**src/rtl/vector_reduce_accumulator.sv**
```systemverilog
// vector_reduce_accumulator
// Accepts packed vectors of unsigned products and adds their elements into a
// running accumulator, one element per cycle. Chunks are summed until one
// arrives flagged as last. The finished dot product is then held on the output
// until the consumer accepts it.
//
// Build option: define VREDUCE_SAT_EN to clamp the accumulator at its maximum
// value and raise a sticky out_overflow. Without it the accumulator wraps and
// out_overflow is tied low.
module vector_reduce_accumulator #(
  parameter int unsigned VECTOR_SIZE = 8,
  parameter int unsigned DATA_WIDTH  = 16,
  parameter int unsigned ACC_WIDTH   = 32
) (
  input  logic                              clk,
  input  logic                              rst,
  input  logic                              in_valid,
  output logic                              in_ready,
  input  logic [DATA_WIDTH*VECTOR_SIZE-1:0] in_vector,
  input  logic                              in_last,
  output logic                              out_valid,
  input  logic                              out_ready,
  output logic [ACC_WIDTH-1:0]              out_sum,
  output logic [7:0]                        out_chunks,
  output logic                              out_overflow,
  output logic                              busy
);

  localparam int unsigned IdxW = (VECTOR_SIZE > 1) ? $clog2(VECTOR_SIZE) : 1;
  localparam logic [IdxW-1:0] IdxLast = IdxW'(VECTOR_SIZE - 1);

  typedef enum logic [1:0] {
    StIdle,
    StReduce,
    StOutput
  } state_e;

  state_e                            state_q, state_d;
  logic [DATA_WIDTH*VECTOR_SIZE-1:0] vec_q, vec_d;
  logic                              last_q, last_d;
  logic [IdxW-1:0]                   idx_q, idx_d;
  logic [ACC_WIDTH-1:0]              acc_q, acc_d;
  logic [7:0]                        chunks_q, chunks_d;

  logic [DATA_WIDTH-1:0]             elem;
  logic [ACC_WIDTH-1:0]              elem_ext;
  logic [ACC_WIDTH-1:0]              acc_add;

  // Select the element addressed by the reduction index from the latched vector.
  always_comb begin
    elem = '0;
    for (int unsigned i = 0; i < VECTOR_SIZE; i++) begin
      if (idx_q == IdxW'(i)) begin
        elem = vec_q[DATA_WIDTH*i +: DATA_WIDTH];
      end
    end
    elem_ext = ACC_WIDTH'(elem);
  end

`ifdef VREDUCE_SAT_EN
  logic [ACC_WIDTH:0] sum_ext;
  logic               sat_hit;
  logic               ovf_q, ovf_d;

  // Saturating adder: the extra carry bit flags an add that overflowed.
  always_comb begin
    sum_ext = {1'b0, acc_q} + {1'b0, elem_ext};
    sat_hit = sum_ext[ACC_WIDTH];
    acc_add = sat_hit ? {ACC_WIDTH{1'b1}} : sum_ext[ACC_WIDTH-1:0];
  end

  // Sticky overflow: set by any clamped add, cleared only when the sum is taken.
  always_comb begin
    ovf_d = ovf_q;
    if (state_q == StReduce && sat_hit) begin
      ovf_d = 1'b1;
    end else if (state_q == StOutput && out_ready) begin
      ovf_d = 1'b0;
    end
  end

  // Overflow flag register.
  always_ff @(posedge clk or posedge rst) begin
    if (rst) begin
      ovf_q <= 1'b0;
    end else begin
      ovf_q <= ovf_d;
    end
  end

  assign out_overflow = ovf_q;
`else
  // Wrapping adder: the carry out is simply discarded.
  always_comb begin
    acc_add = acc_q + elem_ext;
  end

  assign out_overflow = 1'b0;
`endif

  // Next-state and handshake logic for the IDLE/REDUCE/OUTPUT sequence.
  always_comb begin
    state_d   = state_q;
    vec_d     = vec_q;
    last_d    = last_q;
    idx_d     = idx_q;
    acc_d     = acc_q;
    chunks_d  = chunks_q;
    in_ready  = 1'b0;
    out_valid = 1'b0;

    unique case (state_q)
      StIdle: begin
        in_ready = 1'b1;
        if (in_valid) begin
          vec_d    = in_vector;
          last_d   = in_last;
          idx_d    = '0;
          chunks_d = (chunks_q == 8'hFF) ? chunks_q : chunks_q + 8'd1;
          state_d  = StReduce;
        end
      end

      StReduce: begin
        acc_d = acc_add;
        if (idx_q == IdxLast) begin
          idx_d = '0;
          // A non-final chunk leaves the partial sum in place for the next one.
          state_d = last_q ? StOutput : StIdle;
        end else begin
          idx_d = idx_q + 1'b1;
        end
      end

      StOutput: begin
        out_valid = 1'b1;
        if (out_ready) begin
          acc_d    = '0;
          chunks_d = '0;
          state_d  = StIdle;
        end
      end

      default: begin
        state_d = StIdle;
      end
    endcase
  end

  // State and datapath registers; reset discards any partial sum.
  always_ff @(posedge clk or posedge rst) begin
    if (rst) begin
      state_q  <= StIdle;
      vec_q    <= '0;
      last_q   <= 1'b0;
      idx_q    <= '0;
      acc_q    <= '0;
      chunks_q <= '0;
    end else begin
      state_q  <= state_d;
      vec_q    <= vec_d;
      last_q   <= last_d;
      idx_q    <= idx_d;
      acc_q    <= acc_d;
      chunks_q <= chunks_d;
    end
  end

  assign out_sum    = acc_q;
  assign out_chunks = chunks_q;
  assign busy       = (state_q != StIdle);

endmodule

```
**config.mk**
```make
export PLATFORM = sky130hd
export DESIGN_NAME = vector_reduce_accumulator
export DESIGN_NICKNAME = d
export VERILOG_FILES = /design/src/rtl/vector_reduce_accumulator.sv
export SDC_FILE = /design/constraint.sdc
export NUM_CORES = 1
export LEC_CHECK = 0
export ABC_AREA = 1
export BUFFER_PORTS_ARGS = -buffer_cell sky130_fd_sc_hd__buf_4
export CAP_MARGIN = 20
export CORE_ASPECT_RATIO = 2
export CORE_MARGIN = 10
export CORE_UTILIZATION = 30
export CTS_CLUSTER_SIZE = 40
export DETAILED_ROUTE_END_ITERATION = 12
export GPL_TIMING_DRIVEN = 0
export MAX_ROUTING_LAYER = met4
export SYNTH_ARGS = -nofsm -noshare
export SYNTH_HDL_FRONTEND = slang
export SYNTH_SLANG_ARGS = --single-unit
```
**constraint.sdc**
```tcl
create_clock -name clk -period 5.9 [get_ports clk]
set_input_delay 1.475 -clock clk [delete_from_list [all_inputs] [get_ports clk]]
set_output_delay 1.475 -clock clk [all_outputs]
set_load 0.02 [all_outputs]
```
## After elaboration in Yosys (flattened, before gate mapping)

Cells that the tools add are included.

| word-level totals | value |
|---|---|
| register bits | 174 |
| input bits | 133 |
| output and inout bits | 44 |
| word-level logic and storage cells | 58 |

| operators by class | value |
|---|---|
| $add $sub $neg | 3 |
| equality and inequality tests | 14 |
| mux-type cells | 24 |
| reduce and logical (&&, ||, !) cells | 11 |

Operator list:

| cell | number |
|---|---|
| two-way mux 16 bit | 8 |
| case mux 32 bit (2 select lines) | 1 |
| adder 32 x 16 -> 32 bit | 1 |
| two-way mux 32 bit | 1 |
| two-way mux 8 bit | 3 |
| case mux 8 bit (2 select lines) | 1 |
| == test 3 bit, second input constant | 4 |
| adder 8 x 1 -> 8 bit, second input constant | 1 |
| == test 8 bit, second input constant | 1 |
| two-way mux 2 bit | 4 |
| != test 2 bit, second input constant | 4 |
| nonzero test 2 bit | 4 |
| == test 3 x 2 -> 1 bit, second input constant | 2 |
| two-way mux 3 bit | 2 |
| case mux 2 bit (3 select lines) | 1 |
| case mux 3 bit (2 select lines) | 1 |
| AND reduction 2 bit | 3 |
| AND reduction 4 bit | 1 |
| adder 3 x 1 -> 3 bit, second input constant | 1 |
| == test 3 x 1 -> 1 bit, second input constant | 1 |
| zero test 3 bit | 1 |
| AND reduction 3 bit | 1 |
| == test 2 x 1 -> 1 bit, second input constant | 1 |
| == test 2 bit, second input constant | 1 |
| other kinds (2) | 3 |

## Longest topological paths before layout

| logic depth | value |
|---|---|
| depth in word-level cells | 11 |
| depth in mapped cells | 26 |

## Worst setup path before layout

Ideal clock, no wire load.

| timing | value |
|---|---|
| kind | flip-flop to flip-flop |
| start | reg idx_q[0] |
| end | reg acc_q[16], in the netlist out_sum[16] |
| library setup time | 0.120 ns |
| data arrival time | 3.136 ns |
| data required time | 5.780 ns |
| path slack | 2.645 ns |
| cell stages (with the launch flop) | 25 |
| path buffers | 2 |
| clock period less this slack | 3.255 ns |
| cells stage by stage | dfrtp_1 > ha_1 > ha_1 > inv_1 > clkbuf_1 > clkbuf_1 > o21ai_0 > inv_1 > nand2_1 > nand2_1 > nand2_1 > a21oi_1 > nor2_1 > ha_1 > fa_1 > nand3_1 > nand3_1 > nand2_1 > nand2_1 > nand2_1 > nand2_1 > nand2_1 > o21ai_0 > o21ai_0 > inv_1 |

| between the ends | value |
|---|---|
| longest elaborated chain between the ends | 11 |
| elaborated cells on any way between the ends | 18 |
| those cells by class | add/sub: 1; eq/ne: 7; mux: 9; reduce/logical: 1 |

RTL lines:

| what | line | RTL |
|---|---|---|
| from (decl) | 41 | `logic [IdxW-1:0] idx_q, idx_d;` |
| from (signal assigned) | 163 | `idx_q <= idx_d;` |
| zero test 3 bit | 53 | `if (idx_q == IdxW'(i)) begin` |
| two-way mux 16 bit (7 in series) | 53 |  |
| two-way mux 16 bit * | 53 |  |
| adder 32 x 16 -> 32 bit * | 95 | `acc_add = acc_q + elem_ext;` |
| case mux 32 bit (2 select lines) * | 112 | `unique case (state_q)` |
| to (signal assigned) | 157 | `acc_q <= '0;` |
| to (signal assigned) | 164 | `acc_q <= acc_d;` |
| to (decl) | 42 | `logic [ACC_WIDTH-1:0] acc_q, acc_d;` |

Mark *: on every way between the ends. The rest lies on a longest branch, timed or not.
A chain may end at the register's enable or synchronous reset.

## Worst setup path in the final report

| timing | value |
|---|---|
| start | reg idx_q[0] |
| end | reg acc_q[28], in the netlist out_sum[28] |

The elaborated chain is that of the path after synthesis.

==> flow_metrics.tcl <==
set metrics [dict create \
    status "completed" \
    cp.required_ps 6250 \
    synthArstFlopShare_pct 100.0 \
    skew_ps 11.46 \
    cts_root_buf "clkbuf_16" \
    grt_setup_unrepaired "no" \
    path_clk_slew_ps 70 \
    synthXorXnorAreaFrac_pct 0.5376 \
    cts_hold_buf 0 \
    fin_setup_tns_ps 0 \
    grt_pass1_vias 8864 \
    vias 8401 \
    cts_buffers 17 \
    syn-cell-area_sq_um 9774 \
    start_util_pct 30.32 \
    core_area_sq_um 32230 \
    syn_to_final_growth_pct 25.74 \
    max_freq_mhz 217.7 \
    pre_cts_ws_ps 1204 \
    fin_area_sq_um 12290 \
    layout-drive-gt1-share_pct 26.63 \
    postCtsSetupRepairBufs 0 \
    dr.pass1.iters 6 \
    fin_ws_ps 1307 \
    syn-num-nets 1346 \
    overflow 0 \
    cp_max_fo 10 \
    htreeDepth 4 \
    synth_seq_cells 174 \
    intPower_uw 4147 \
    synth_simple_gate_area_share_pct 24.58 \
    dieArea_sq_um 40640 \
    ys.flop_type "dfrtp_1" \
    final_nets 1545 \
    tightest_slew_ps 700.8 \
    hold_viol 0 \
    vias_per_cell 4.603 \
    cts-resized-gates 0 \
    rows 93 \
    setup_viol 0 \
    synth_cell_types 39 \
    min_period_over_period_pct 77.85 \
    peakVddDrop_mv 0.2432 \
    yosysSeqAreaShare_pct 44.55 \
    ys_warn_count 0 \
    drt_iter0_drc 355 \
    min_period_ps 4593 \
    multi_input_area_sq_um 4686 \
    critPathCaptureType "flip-flop" \
    synth_fa_ha_area_share_pct 3.661 \
    crit_path_start_kind "flip-flop" \
    holdCritPathClass "reg -> reg" \
    pwr-share-clk_pct 13.9 \
    seqPwrFrac_pct 27.0 \
    cts.path.max_buffers 2 \
    synthMuxAreaShare_pct 13.36 \
    cts.sinks 174 \
    grt_first_pass_wirelength_microns 49400 \
    drc_errors 0 \
    clk-insertion-delay-late_ps 450 \
    cts_tree "built" \
    synth_compound_area_share_pct 5.760 \
    p_sw_uw 3830 \
    drt_wl_total_microns 32690 \
    grt_max_degree 37 \
    regArea_sq_um 4354 \
    port_buffers 175 \
    wl_per_cell_microns 17.91 \
    syn_area_per_cell_sq_um 8.248 \
    dpl.hpwl_microns 27440 \
    num_io_pins 177 \
    switching_share_pct 48.02 \
    drv_cap 0 \
    slew_violations 0 \
    ant_nets 0 \
    grtUsageTotal_pct 16.54 \
    place_area_sq_um 11730 \
    max_slew_margin_pct 53.28 \
    nFillCells 3365 \
    die_w_microns 147.6 \
    fp.dieH_microns 275.3 \
    syn_inst 1185 \
    synth_top_family_by_area "simple AND/OR/NAND/NOR gates" \
    gp_congestion 0.8951 \
    whs_ps 502.1 \
    powerDensity_nw_per_um2 649.0 \
    leakage_uw 0.006247 \
    arrival_ps 4940 \
    crit_type "reg -> reg" \
    grt_antenna_before_repair 1 \
    pwr-share-comb_pct 59.0 \
    synth_edf_count 0 \
]
## cells by family (layout without fill, tap and decap cells)
group,after synthesis,in the layout
AND/OR/NAND/NOR,572,572
buffers and inverters,181,393
flip-flops,174,174
multiplexers,116,116
AO/OA/AOI/OAI,107,107
adder cells (fa/ha/maj),28,28
XOR/XNOR,6,6
other,1,2
## cells in the final DEF, fill, tap and decap left out, types with 4 or more instances in the layout
master	instances
nand4_1	10
mux2_2	116
buf_12	5
nand2_1	333
nor3_1	11
inv_6	5
o21ai_0	47
buf_2	18
a21oi_1	44
or2_1	5
nor2_1	119
ha_1	27
o31ai_1	5
clkbuf_1	16
nand3_1	66
or2_2	4
o21ai_1	6
inv_1	133
clkinvlp_4	7
dfrtp_1	174
clkbuf_16	17
buf_4	181
or2_0	10
## critical path, cell delays in order, from the launching register on
cell	delay (ps)
dfrtp_1	410
ha_1	230
ha_1	260
inv_1	90
clkbuf_1	430
clkbuf_1	440
o21ai_0	140
inv_1	80
nand2_1	50
nand2_1	60
nand2_1	50
a21oi_1	200
nor2_1	80
ha_1	240
fa_1	510
nand3_1	120
nand3_1	190
nand2_1	110
nand2_1	110
nand2_1	80
nand2_1	190
nand3_1	220
nand2_1	70
nand2_1	60
nor2_1	40
## flip-flops by register name, indices dropped and copies added (netlist names)
register / count
out_chunks: 8
last_q: 1
vec_q: 128
idx_q: 3
out_sum: 32
state_q: 2
## path summary, 6_finish.rpt
| check | start | end | slack (ps) | cells after the start |
|---|---|---|---|---|
| max in group asynchronous | rst | vec_q[41] | 3750 | 5 |
| min in group asynchronous | rst | out_chunks[2] | 1070 | 2 |
| worst max register to register | idx_q[0] | out_sum[28] | 1310 | 24 |
| worst max-delay path | idx_q[0] | out_sum[28] | 1310 | 24 |
| worst min-delay path | vec_q[79] | vec_q[79] | 500 | 1 |
| worst min register to register | vec_q[79] | vec_q[79] | 500 | 1 |
## routing by layer
layer / wire length [microns] / global-route usage, % / vias to the layer above / share of wire, %
li1: - / - / 4188 / -
met1: 10920 / 14.39 / 3956 / 33
met2: 19340 / 32.58 / 197 / 59
met3: 1179 / 3.149 / 60 / 3.6
met4: 1258 / 8.224 / 0 / 3.8
met5: 0 / - / - / 0
## Yosys cell counts, types with 6 or more instances
cell type,n,area (sq um)
a21oi_1,44,220.2
buf_2,18,90.09
buf_4,6,45.04
clkbuf_1,15,56.30
dfrtp_1,174,4354
ha_1,27,337.8
inv_1,134,503.0
mux2_2,116,1306
nand2_1,333,1250
nand3_1,66,330.3
nand4_1,10,62.56
nor2_1,119,446.7
nor3_1,11,55.05
o21ai_0,47,235.2
o21ai_1,6,30.03
or2_0,10,62.56
## per-stage QoR
stage / cells / total power (uW) / utilization, %
2_1_floorplan: 1185 / 5391 / -
3_3_place_gp: 1787 / 6828 / 36.07
3_5_place_dp: 1792 / 6936 / 36.38
4_1_cts: 1824 / 8079 / 38.12
5_1_grt: 1825 / 8707 / 38.13
6_report: 1825 / 7977 / 38.13
## final cells by class
| class | count | share of cell area, % |
|---|---|---|
| tap | 427 | 4.347 |
| buffer | 43 | 1.741 |
| timing repair buffer | 180 | 11.50 |
| antenna | 1 | 0.02036 |
| multi-input combinational | 830 | 38.12 |
| clock inverter | 14 | 1.079 |
| inverter | 138 | 4.266 |
| clock buffer | 18 | 3.492 |
| sequential | 174 | 35.43 |
## power by group through the flow
stage                     registers, uW  clock network (uW)  logic, uW
after global routing               2220                1190       5290
after CTS                          2160                1140       4780
after floorplan                    2170                   0       3230
final                              2160                1110       4710
after global placement             2160                   0       4670
after detailed placement           2180                   0       4760
Power figures use the tool's default switching activity.
